[config.mk]
export PLATFORM = sky130hd
export DESIGN_NAME = device_axi_bridge
export DESIGN_NICKNAME = d
export VERILOG_FILES = /design/src/rtl/device_axi_bridge.sv
export SDC_FILE = /design/constraint.sdc
export NUM_CORES = 1
export LEC_CHECK = 0
export BUFFER_PORTS_ARGS = -buffer_cell sky130_fd_sc_hd__buf_4
export CAP_MARGIN = 25
export CORE_ASPECT_RATIO = 0.6
export CORE_MARGIN = 3
export CORE_UTILIZATION = 35
export CTS_CLUSTER_DIAMETER = 100
export CTS_CLUSTER_SIZE = 24
export DETAILED_ROUTE_END_ITERATION = 16
export GPL_ROUTABILITY_DRIVEN = 0
export HOLD_SLACK_MARGIN = 0.02
export PLACE_DENSITY = 0.69
export SLEW_MARGIN = 10
export SYNTH_ARGS = -nofsm -noshare
export SYNTH_HDL_FRONTEND = slang
export SYNTH_SLANG_ARGS = --single-unit
[constraint.sdc]
create_clock -name clk_i -period 3.93 [get_ports clk_i]
set_input_delay 0 -clock clk_i [delete_from_list [all_inputs] [get_ports clk_i]]
set_output_delay 0 -clock clk_i [all_outputs]
set_load 0.02 [all_outputs]
[src/rtl/device_axi_bridge.sv]
// Single-outstanding bridge from the core's uncached device port to an AXI4-Lite master.
// Optional posted writes with a one-entry pending request: define DEVICE_POSTED_WRITE_EN.
module device_axi_bridge #(
  parameter int ADDR_WIDTH = 32,
  parameter int DATA_WIDTH = 32
) (
  input  logic                    clk_i,
  input  logic                    rst_n_i,
  input  logic                    dev_strobe_i,
  input  logic [ADDR_WIDTH-1:0]   dev_addr_i,
  input  logic                    dev_rw_i,
  input  logic [DATA_WIDTH/8-1:0] dev_byte_enable_i,
  input  logic [DATA_WIDTH-1:0]   dev_data_i,
  output logic                    dev_data_ready_o,
  output logic [DATA_WIDTH-1:0]   dev_data_o,
  output logic                    dev_resp_err_o,
`ifdef DEVICE_POSTED_WRITE_EN
  output logic                    posted_err_o,
`endif
  output logic [ADDR_WIDTH-1:0]   m_axi_awaddr,
  output logic [2:0]              m_axi_awprot,
  output logic                    m_axi_awvalid,
  input  logic                    m_axi_awready,
  output logic [DATA_WIDTH-1:0]   m_axi_wdata,
  output logic [DATA_WIDTH/8-1:0] m_axi_wstrb,
  output logic                    m_axi_wvalid,
  input  logic                    m_axi_wready,
  input  logic [1:0]              m_axi_bresp,
  input  logic                    m_axi_bvalid,
  output logic                    m_axi_bready,
  output logic [ADDR_WIDTH-1:0]   m_axi_araddr,
  output logic [2:0]              m_axi_arprot,
  output logic                    m_axi_arvalid,
  input  logic                    m_axi_arready,
  input  logic [DATA_WIDTH-1:0]   m_axi_rdata,
  input  logic [1:0]              m_axi_rresp,
  input  logic                    m_axi_rvalid,
  output logic                    m_axi_rready
);

  localparam int STRB_W = DATA_WIDTH / 8;

  typedef enum logic [2:0] {
    IDLE,
    WR_ADDR_DATA,
    WR_RESP,
    RD_ADDR,
    RD_DATA
  } state_t;

  state_t                state;
  logic [ADDR_WIDTH-1:0] req_addr;
  logic [STRB_W-1:0]     req_be;
  logic [DATA_WIDTH-1:0] req_data;

  logic                  wr_hs_done;
  logic                  b_hs;
  logic                  strobe_launch;
  logic                  launch_vld;
  logic                  launch_rw;
  logic [ADDR_WIDTH-1:0] launch_addr;
  logic [STRB_W-1:0]     launch_be;
  logic [DATA_WIDTH-1:0] launch_data;

  function automatic logic [ADDR_WIDTH-1:0] word_align(input logic [ADDR_WIDTH-1:0] a);
    return a & ~{{(ADDR_WIDTH-2){1'b0}}, 2'b11};
  endfunction

  function automatic logic resp_is_err(input logic [1:0] resp);
    return resp != 2'b00;
  endfunction

  // AXI payloads come straight from the request register, so they stay stable while valid.
  assign m_axi_awaddr = req_addr;
  assign m_axi_araddr = req_addr;
  assign m_axi_wdata  = req_data;
  assign m_axi_wstrb  = req_be;
  assign m_axi_awprot = 3'b000;
  assign m_axi_arprot = 3'b000;

  assign wr_hs_done = (state == WR_ADDR_DATA) &&
                      (!m_axi_awvalid || m_axi_awready) &&
                      (!m_axi_wvalid  || m_axi_wready);
  assign b_hs       = (state == WR_RESP) && m_axi_bvalid;

`ifdef DEVICE_POSTED_WRITE_EN
  logic                  pend_vld;
  logic                  pend_rw;
  logic [ADDR_WIDTH-1:0] pend_addr;
  logic [STRB_W-1:0]     pend_be;
  logic [DATA_WIDTH-1:0] pend_data;
  logic                  launch_pend;
  logic                  pend_capture;
  logic                  ack_write;

  // A strobe landing on the B handshake with nothing pending starts immediately instead of queueing.
  assign launch_pend   = pend_vld && b_hs;
  assign strobe_launch = dev_strobe_i && ((state == IDLE) || (b_hs && !pend_vld));
  assign pend_capture  = dev_strobe_i && !pend_vld &&
                         ((state == WR_ADDR_DATA) || ((state == WR_RESP) && !m_axi_bvalid));
  assign ack_write     = dev_rw_i && (strobe_launch || pend_capture);
`else
  assign strobe_launch = dev_strobe_i && (state == IDLE);
`endif

  always_comb begin
    launch_vld  = strobe_launch;
    launch_rw   = dev_rw_i;
    launch_addr = word_align(dev_addr_i);
    launch_be   = dev_byte_enable_i;
    launch_data = dev_data_i;
`ifdef DEVICE_POSTED_WRITE_EN
    if (launch_pend) begin
      launch_vld  = 1'b1;
      launch_rw   = pend_rw;
      launch_addr = pend_addr;
      launch_be   = pend_be;
      launch_data = pend_data;
    end
`endif
  end

  always_ff @(posedge clk_i or negedge rst_n_i) begin
    if (!rst_n_i) begin
      state            <= IDLE;
      req_addr         <= '0;
      req_be           <= '0;
      req_data         <= '0;
      m_axi_awvalid    <= 1'b0;
      m_axi_wvalid     <= 1'b0;
      m_axi_bready     <= 1'b0;
      m_axi_arvalid    <= 1'b0;
      m_axi_rready     <= 1'b0;
      dev_data_ready_o <= 1'b0;
      dev_resp_err_o   <= 1'b0;
      dev_data_o       <= '0;
`ifdef DEVICE_POSTED_WRITE_EN
      posted_err_o     <= 1'b0;
      pend_vld         <= 1'b0;
      pend_rw          <= 1'b0;
      pend_addr        <= '0;
      pend_be          <= '0;
      pend_data        <= '0;
`endif
    end else begin
      dev_data_ready_o <= 1'b0;
      dev_resp_err_o   <= 1'b0;

      case (state)
        WR_ADDR_DATA: begin
          if (m_axi_awready) m_axi_awvalid <= 1'b0;
          if (m_axi_wready)  m_axi_wvalid  <= 1'b0;
          if (wr_hs_done) begin
            m_axi_bready <= 1'b1;
            state        <= WR_RESP;
          end
        end
        WR_RESP: begin
          if (m_axi_bvalid) begin
            m_axi_bready <= 1'b0;
            state        <= IDLE;
`ifdef DEVICE_POSTED_WRITE_EN
            if (resp_is_err(m_axi_bresp)) posted_err_o <= 1'b1;
`else
            dev_data_ready_o <= 1'b1;
            dev_resp_err_o   <= resp_is_err(m_axi_bresp);
`endif
          end
        end
        RD_ADDR: begin
          if (m_axi_arready) begin
            m_axi_arvalid <= 1'b0;
            m_axi_rready  <= 1'b1;
            state         <= RD_DATA;
          end
        end
        RD_DATA: begin
          if (m_axi_rvalid) begin
            m_axi_rready     <= 1'b0;
            dev_data_o       <= m_axi_rdata;
            dev_data_ready_o <= 1'b1;
            dev_resp_err_o   <= resp_is_err(m_axi_rresp);
            state            <= IDLE;
          end
        end
        default: ;
      endcase

      // A launch overrides the return to IDLE taken above on the same edge.
      if (launch_vld) begin
        req_addr <= launch_addr;
        req_be   <= launch_be;
        req_data <= launch_data;
        if (launch_rw) begin
          m_axi_awvalid <= 1'b1;
          m_axi_wvalid  <= 1'b1;
          state         <= WR_ADDR_DATA;
        end else begin
          m_axi_arvalid <= 1'b1;
          state         <= RD_ADDR;
        end
      end

`ifdef DEVICE_POSTED_WRITE_EN
      if (pend_capture) begin
        pend_vld  <= 1'b1;
        pend_rw   <= dev_rw_i;
        pend_addr <= word_align(dev_addr_i);
        pend_be   <= dev_byte_enable_i;
        pend_data <= dev_data_i;
      end
      if (launch_pend) pend_vld <= 1'b0;
      if (ack_write) dev_data_ready_o <= 1'b1;
`endif
    end
  end

endmodule

==> results of run 1 <==
per-layer routing:
metal / global-route usage [%] / wire length (µm)
met1: 22.23 / 5417
met2: 33.09 / 6727
met3: 7.225 / 1246
met4: 4.967 / 193
met5: 0 / 0
cell usage in the layout, fill, tap and decap left out, types with 2 or more instances in the layout:
master	synthesis	layout
sky130_fd_sc_hd__a21oi_1	2	2
sky130_fd_sc_hd__a22o_1	3	3
sky130_fd_sc_hd__buf_4	45	249
sky130_fd_sc_hd__clkbuf_1	4	2
sky130_fd_sc_hd__clkbuf_16	0	9
sky130_fd_sc_hd__conb_1	1	10
sky130_fd_sc_hd__dfrtp_1	108	108
sky130_fd_sc_hd__dlygate4sd3_1	0	107
sky130_fd_sc_hd__inv_1	5	5
sky130_fd_sc_hd__mux2_2	33	33
sky130_fd_sc_hd__nand2_1	202	202
sky130_fd_sc_hd__nor2_1	4	4
sky130_fd_sc_hd__o21ai_0	3	3
synthesized netlist by cell type, drive strengths merged (2+ instances only):
library cell / count
buf: 58
a22o: 3
nand2: 202
dfrtp: 108
nor2: 4
a21oi: 2
inv: 5
o21ai: 3
clkbuf: 4
mux2: 33
area by class of cell:
| type | count | area (µm²) |
|---|---|---|
| flip-flops and latches | 108 | 2703 |
| fillers | 936 | 4770 |
| clock inverters | 4 | 51.30 |
| repair buffers | 356 | 2940 |
| multi-input cells | 273 | 1374 |
| clock buffers | 11 | 232.7 |
| well taps | 165 | 206.4 |
| inverters | 5 | 18.77 |
sequential cells by signal, indices dropped and copies added (netlist names):
register and flops:
m_axi_wdata 32, m_axi_rready 1, m_axi_bready 1, m_axi_araddr 30, m_axi_wvalid 1, m_axi_wstrb 4
state 3, m_axi_awvalid 1, m_axi_arvalid 1, dev_data_o 32, dev_resp_err_o 1, dev_data_ready_o 1
worst paths after layout:
check	slack (ns)	depth (start not counted)	endpoint
worst max-delay path	1.72	4	dev_data_o[14]
worst min-delay path	0.07	3	m_axi_rready
worst max register to register	1.72	4	dev_data_o[14]
worst min register to register	0.48	2	m_axi_arvalid
max in group asynchronous	2.58	3	m_axi_araddr[3]
min in group asynchronous	0.31	2	m_axi_araddr[19]
power groups by stage:
| stage | logic [W] | clock network [W] | registers [W] |
|---|---|---|---|
| 6_report | 0.000395 | 0.000873 | 0.00118 |
| 3_3_place_gp | 0.000305 | 0 | 0.00119 |
| 4_1_cts | 0.000393 | 0.000905 | 0.00117 |
| 3_5_place_dp | 0.000308 | 0 | 0.00120 |
| 2_1_floorplan | 0.0000929 | 0 | 0.00124 |
| 5_1_grt | 0.000425 | 0.000951 | 0.00118 |
per-stage QoR:
step           util [%]  hold WS [ns]
4_1_cts           61.21       0.05275
3_3_place_gp      50.19        0.1523
2_1_floorplan         -       -0.2956
5_1_grt           61.21       0.08475
6_report          61.21       0.06931
3_5_place_dp      50.19        0.1562
cell families after synthesis:
logic type,after synthesis,synth area share (%)
DFF,108,60.03
muxes,33,8.255
buffers and inverters,67,10.39
and+or+nand+nor,215,18.84
other,1,0.08330
AOI/OAI and AO/OA,15,2.391
worst min-delay path: cells and delay by family:
kind	cells	cell delay, ns
simple gates	1	0.15
compound gates	1	0.08
buf+inv	1	0.12
==> Implementation_results.wiki, run 1 <==
{| class="wikitable"
! Metric !! Value
|-
| Result of the run || completed
|-
| Leakage power figure || around 4.1 nW
|-
| Switching power as a share of total power || between 20% and 30%
|-
| R2r startpoint || state[0]
|-
| Seq/Total Area, Yosys || approximately 60%
|-
| Sinks on Clock Net || about 110
|-
| Area added between synthesis and finish || 67.18%
|-
| Post-synth top flop || sky130_fd_sc_hd__dfrtp_1
|-
| Int Pwr || 0.001857 W
|-
| DP Cell Count || 800
|-
| Gate count after technology mapping || 439
|-
| CP startpoint || state[0]
|-
| Core Area || ~12000 µm²
|-
| Post-Syn Area per Cell || just over 10 µm²
|-
| Critical path data arrival time || 2.43 ns
|-
| Critical path's largest stage delay || slightly below 0.6 ns
|-
| Horiz. Die Dim || between 150 and 200 µm
|-
| Share of power burned in combinational logic || 16.2%
|-
| Number of nets with antenna violations after detailed routing || 0
|-
| List of cells traversed by the critical path || nor2_1 > and3_1 > buf_4 > mux2_2
|-
| Worst slew slack as a fraction of its limit || 43.04%
|-
| Startpoint type of the worst setup path || register
|-
| Highest fanout seen on the critical path || 22
|-
| Total global routing track utilization || 18.94%
|-
| Final total negative setup slack || 0 ns
|-
| Count of antenna diodes in the layout || 0
|-
| DRC violation total after the first TritonRoute iteration || 245
|-
| Ys Warns || 0
|-
| Sw Pwr || 0.0005869 W
|-
| Total power || 0.002444 W
|-
| # port buffers || 245
|-
| Half-perimeter wire length after detailed placement || between 8000 and 9000 µm
|-
| Total setup buffers inserted after CTS || 0
|-
| Number of antenna violations at the first check in global routing || 0
|-
| Yosys top cell by area || sky130_fd_sc_hd__dfrtp_1
|-
| Longest Clk Path Bufs || 2
|-
| Worst Path Class, Setup || register to register
|-
| Clock skew after layout || between 0.004 and 0.005 ns
|-
| Sum of overflow across all layers after global routing || 0
|-
| Final setup fails || 0
|-
| Worst-Skew Late Latency || between 0.3 and 0.4 ns
|-
| Share of synthesized flip-flops with an asynchronous set or reset || between 90% and 100%
|-
| Initial Util || 36.61%
|-
| Share of post-route cells with drive strength above 1 || 39.23%
|-
| Library cells used by synthesis || 29
|-
| Worst Slack Setup Final || 1.723 ns
|-
| Number of non-filler instances in the completed layout || 922
|-
| DRT Wirelength || approximately 14000 µm
|-
| Transition time of the tightest slew-check pin || 0.8544 ns
|-
| Cell area after placement || around 6200 µm²
|-
| First-pass GRT wire length || 22180 µm
|-
| Max VDD drop || 0.0001824 V
|-
| Hold-fix buffer count after cts || around 110
|-
| Worst min-delay path startpoint || m_axi_arready
|-
| Design Area, Final || 7526 µm²
|-
| Master cell of the clock root buffer || sky130_fd_sc_hd__clkbuf_16
|-
| Crit path time final || around 2.2 ns
|-
| Unrepaired setup endpoints after global routing || false
|-
| Row cnt || 31
|-
| # DRC || 0
|-
| Area fraction of the dominant cell type after synthesis || between 60% and 70%
|-
| Number of slew-limit violations in the final report || 0
|-
| Max stage delay cell, worst path || sky130_fd_sc_hd__and3_1
|-
| Per-cell via count in the routed design || between 4 and 5
|-
| Required time at the worst-slack endpoint || between 4 and 5 ns
|-
| Floorplan die height || around 94 µm
|-
| Clock-pin slew on the worst setup and hold paths || 0.07 ns
|-
| Clock power frac || between 30% and 40%
|-
| Pwr dens || ~320 nW/µm²
|-
| Clock tree from TritonCTS || yes
|-
| Max-cap violations || 0
|-
| Vias in the first global route || about 4400
|-
| Portion of total power attributed to sequential cells || 48.1%
|-
| Layout Nets || ~870
|-
| FF+latch count, synth || around 110
|-
| Area of the die || about 14000 µm²
|-
| Crit. End Element || register
|-
| Worst min-delay path category || input port to register
|-
| Cell type group with the largest total delay on the critical path || simple AND/OR/NAND/NOR gates
|-
| Detail-routed net length per standard cell || about 15 µm
|-
| CTS resizes || 0
|-
| Main area contributors after synthesis || sky130_fd_sc_hd__dfrtp_1, sky130_fd_sc_hd__nand2_1, sky130_fd_sc_hd__mux2_2
|-
| Final period util || 56.16%
|-
| WP buf/inv || 1
|-
| Number of enable-type register cells in the synthesized netlist || 0
|-
| Area of the mapped netlist || 4502 µm²
|-
| Detailed-router iteration count before antenna repair || 4
|-
| Number of clock buffers inserted by TritonCTS || 9
|-
| Post-placement setup slack || 1.750 ns
|-
| Maximum level of the CTS H-tree || 3
|-
| Total vias in the final route || about 4100
|-
| Max Freq || 453.1 MHz
|-
| IO Count || ~260
|-
| Maximum number of pins on one net before global-route repair || ~70
|-
| Count of endpoints failing hold in the final timing report || 0
|}
Power figures use the tool's default switching activity.
==> run 2, diff against run 1 <==
PLACE_DENSITY = 0.72   (was 0.69)
clock period = 2 ns   (was 3.93 ns; I/O delays follow)
==> run 2 against run 1 <==
Against the previous run: via count grew 0.85%; critical endpoint is now dev_data_o[17]; maximum frequency grew 31%; non-clock buffer count grew 2; largest power group unchanged; routed wire length grew 3.4%.
==> Implementation_results.wiki, run 2 (synthesized netlist as in run 1, its figures left out) <==
{| class="wikitable"
! Metric !! Value
|-
| Count of antenna diodes in the layout || 0 (unchanged)
|-
| Maximum level of the CTS H-tree || 3 (unchanged)
|-
| Startpoint type of the worst setup path || register
|-
| Clock-pin slew on the worst setup and hold paths || 0.07 ns (about the same)
|-
| Detail-routed net length per standard cell || 15.18 µm (+3.0%)
|-
| Worst Path Class, Setup || register to register
|-
| Per-cell via count in the routed design || 4.497 (+0.52%)
|-
| CTS resizes || 0 (unchanged)
|-
| # port buffers || 245 (unchanged)
|-
| Maximum number of pins on one net before global-route repair || 69 (unchanged)
|-
| Half-perimeter wire length after detailed placement || 8610 µm (-0.14%)
|-
| Master cell of the clock root buffer || sky130_fd_sc_hd__clkbuf_16
|-
| Share of post-route cells with drive strength above 1 || 39.74% (+0.50 points)
|-
| Result of the run || completed
|-
| Design Area, Final || 7605 µm² (+1.0%)
|-
| Detailed-router iteration count before antenna repair || 4 (unchanged)
|-
| List of cells traversed by the critical path || nor2_1 > and3_1 > buf_12 > mux2_2
|-
| Crit path time final || 1.683 ns (-0.5241 ns)
|-
| DRC violation total after the first TritonRoute iteration || 231 (-5.7%)
|-
| First-pass GRT wire length || 22500 µm (+1.5%)
|-
| Crit. End Element || register
|-
| Total power || 0.004831 W (+98%)
|-
| Cell area after placement || 6236 µm² (+1.1%)
|-
| R2r startpoint || state[0]
|-
| Area added between synthesis and finish || 68.93%
|-
| Clock tree from TritonCTS || yes
|-
| Cell type group with the largest total delay on the critical path || flip-flops
|-
| Horiz. Die Dim || 152.4 µm (unchanged)
|-
| Total vias in the final route || 4160 (+0.85%)
|-
| Worst Hold Path EP || state[1]
|-
| Worst min-delay path category || input port to register
|-
| Top library cells by usage in the layout, fill and taps aside || sky130_fd_sc_hd__buf_4, sky130_fd_sc_hd__nand2_1, sky130_fd_sc_hd__dfrtp_1
|-
| Row cnt || 31 (unchanged)
|-
| Number of clock buffers inserted by TritonCTS || 9 (unchanged)
|-
| Worst min-delay path startpoint || dev_strobe_i
|-
| DRT Wirelength || 14040 µm (+3.4%)
|-
| Sinks on Clock Net || 108 (unchanged)
|-
| Most common cell after layout, fill and taps aside || sky130_fd_sc_hd__buf_4
|-
| Total global routing track utilization || 19.42% (+0.48 points)
|-
| Area of the die || 14300 µm² (unchanged)
|-
| Initial Util || 36.61% (unchanged)
|-
| Number of antenna violations at the first check in global routing || 0 (unchanged)
|-
| Hold WS || 0.05988 ns (-0.009425 ns)
|-
| IO Count || 258 (unchanged)
|-
| Final setup fails || 0 (unchanged)
|-
| Max VDD drop || 0.0003461 V (+90%)
|-
| Clock skew after layout || 0.008975 ns (+0.004012 ns)
|-
| Critical path data arrival time || 1.91 ns (-0.52 ns)
|-
| Max-cap violations || 0 (unchanged)
|-
| Vias in the first global route || 4354 (-0.046%)
|-
| Longest Clk Path Bufs || 2 (unchanged)
|-
| Max Freq || 594.1 MHz (+31%)
|-
| Floorplan die height || 93.85 µm (unchanged)
|-
| Unrepaired setup endpoints after global routing || false
|-
| Leakage power figure || 4.161 nW (+0.78%)
|-
| Layout Nets || 868 (+0.23%)
|-
| Reg-to-reg slack, setup || 0.32 ns (-1.41 ns)
|-
| WP buf/inv || 1 (unchanged)
|-
| # DRC || 0 (unchanged)
|-
| Worst-Skew Late Latency || 0.34 ns (about the same)
|-
| Final period util || 84.16% (+28 points)
|-
| Number of nets with antenna violations after detailed routing || 0 (unchanged)
|-
| Max stage delay cell, worst path || sky130_fd_sc_hd__dfrtp_1
|-
| Pwr dens || 635.3 nW/µm² (+96%)
|-
| Count of endpoints failing hold in the final timing report || 0 (unchanged)
|-
| Critical register-to-register path endpoint || dev_data_o[17]
|-
| Worst reg-to-reg path cell count || 4 (unchanged)
|-
| Final total negative setup slack || 0 ns (unchanged)
|-
| Required time at the worst-slack endpoint || 2.22 ns (-1.93 ns)
|-
| Cell depth of the worst min-delay path || 4 (+1)
|-
| Number of slew-limit violations in the final report || 0 (unchanged)
|-
| Core Area || 12300 µm² (unchanged)
|-
| Core utilization of the finished layout || 61.85% (+0.64 points)
|-
| Highest fanout seen on the critical path || 34 (+55%)
|-
| Sum of overflow across all layers after global routing || 0 (unchanged)
|-
| Critical path's largest stage delay || 0.50 ns (-0.08 ns)
|}
-- run 2: cell types whose count changed in the layout (fill, tap and decap cells not counted) --
| cell | before | now |
|---|---|---|
| sky130_fd_sc_hd__clkbuf_8 | 0 | 2 |
| sky130_fd_sc_hd__clkinv_2 | 1 | 0 |
| sky130_fd_sc_hd__inv_8 | 0 | 1 |
| sky130_fd_sc_hd__buf_12 | 0 | 4 |
| sky130_fd_sc_hd__clkbuf_1 | 2 | 0 |
| sky130_fd_sc_hd__clkinv_4 | 1 | 3 |
| sky130_fd_sc_hd__buf_4 | 249 | 247 |
| sky130_fd_sc_hd__bufinv_16 | 1 | 0 |
-- run 2: cell type report --
cell class,count,area [µm²]
clock buffers,11,252.7
well taps,165,206.4
multi-input cells,273,1374
flip-flops and latches,108,2703
fillers,948,4691
clock inverters,5,45.04
repair buffers,358,3005
inverters,5,18.77
-- run 2: worst max-delay path by stage --
stage	startpoint	endpoint	slack [ns]	depth (start not counted)
finish	state[0]	dev_data_o[17]	0.32	4
global route	state[2]	dev_resp_err_o	0.20	5
CTS	state[0]	dev_data_o[26]	0.34	4
detailed placement	state[0]	dev_data_o[26]	0.36	4
global placement	state[0]	dev_data_o[10]	0.40	4
floorplan	state[0]	m_axi_araddr[28]	0.42	7
-- run 2: timing repair --
item | CTS | global route
hold buffers | 107 | 0
buffers inserted | 0 | 0
endpoints found under the hold margin | 136 | 0
-- run 2: worst reg2reg max path: cells and delay by family (launching register included) --
kind          cells  cell delay [ns]
flops             1             0.50
buf+inv           1             0.22
simple gates      2             0.47
mux               1             0.39
-- run 2: per-layer routing --
layer | vias up | routed length [µm] | track usage (%)
li1 | 1959 | - | -
met1 | 1999 | 5691 | 23.96
met2 | 191 | 6956 | 33.42
met3 | 11 | 1275 | 7.179
met4 | 0 | 119 | 3.558
met5 | - | 0 | 0
-- run 2: through the flow --
| step | instances | setup WS [ns] |
|---|---|---|
| floorplan | 448 | 0.4215 |
| global placement | 802 | 0.3958 |
| detailed placement | 802 | 0.3595 |
| CTS | 925 | 0.3399 |
| global route | 925 | 0.2000 |
| finish | 925 | 0.3169 |
-- run 2: where the power goes --
group / switching [W] / internal (W)
clock: 0.000804 / 0.000929
combinational: 0.000357 / 0.000432
sequential: 0.0000547 / 0.00225
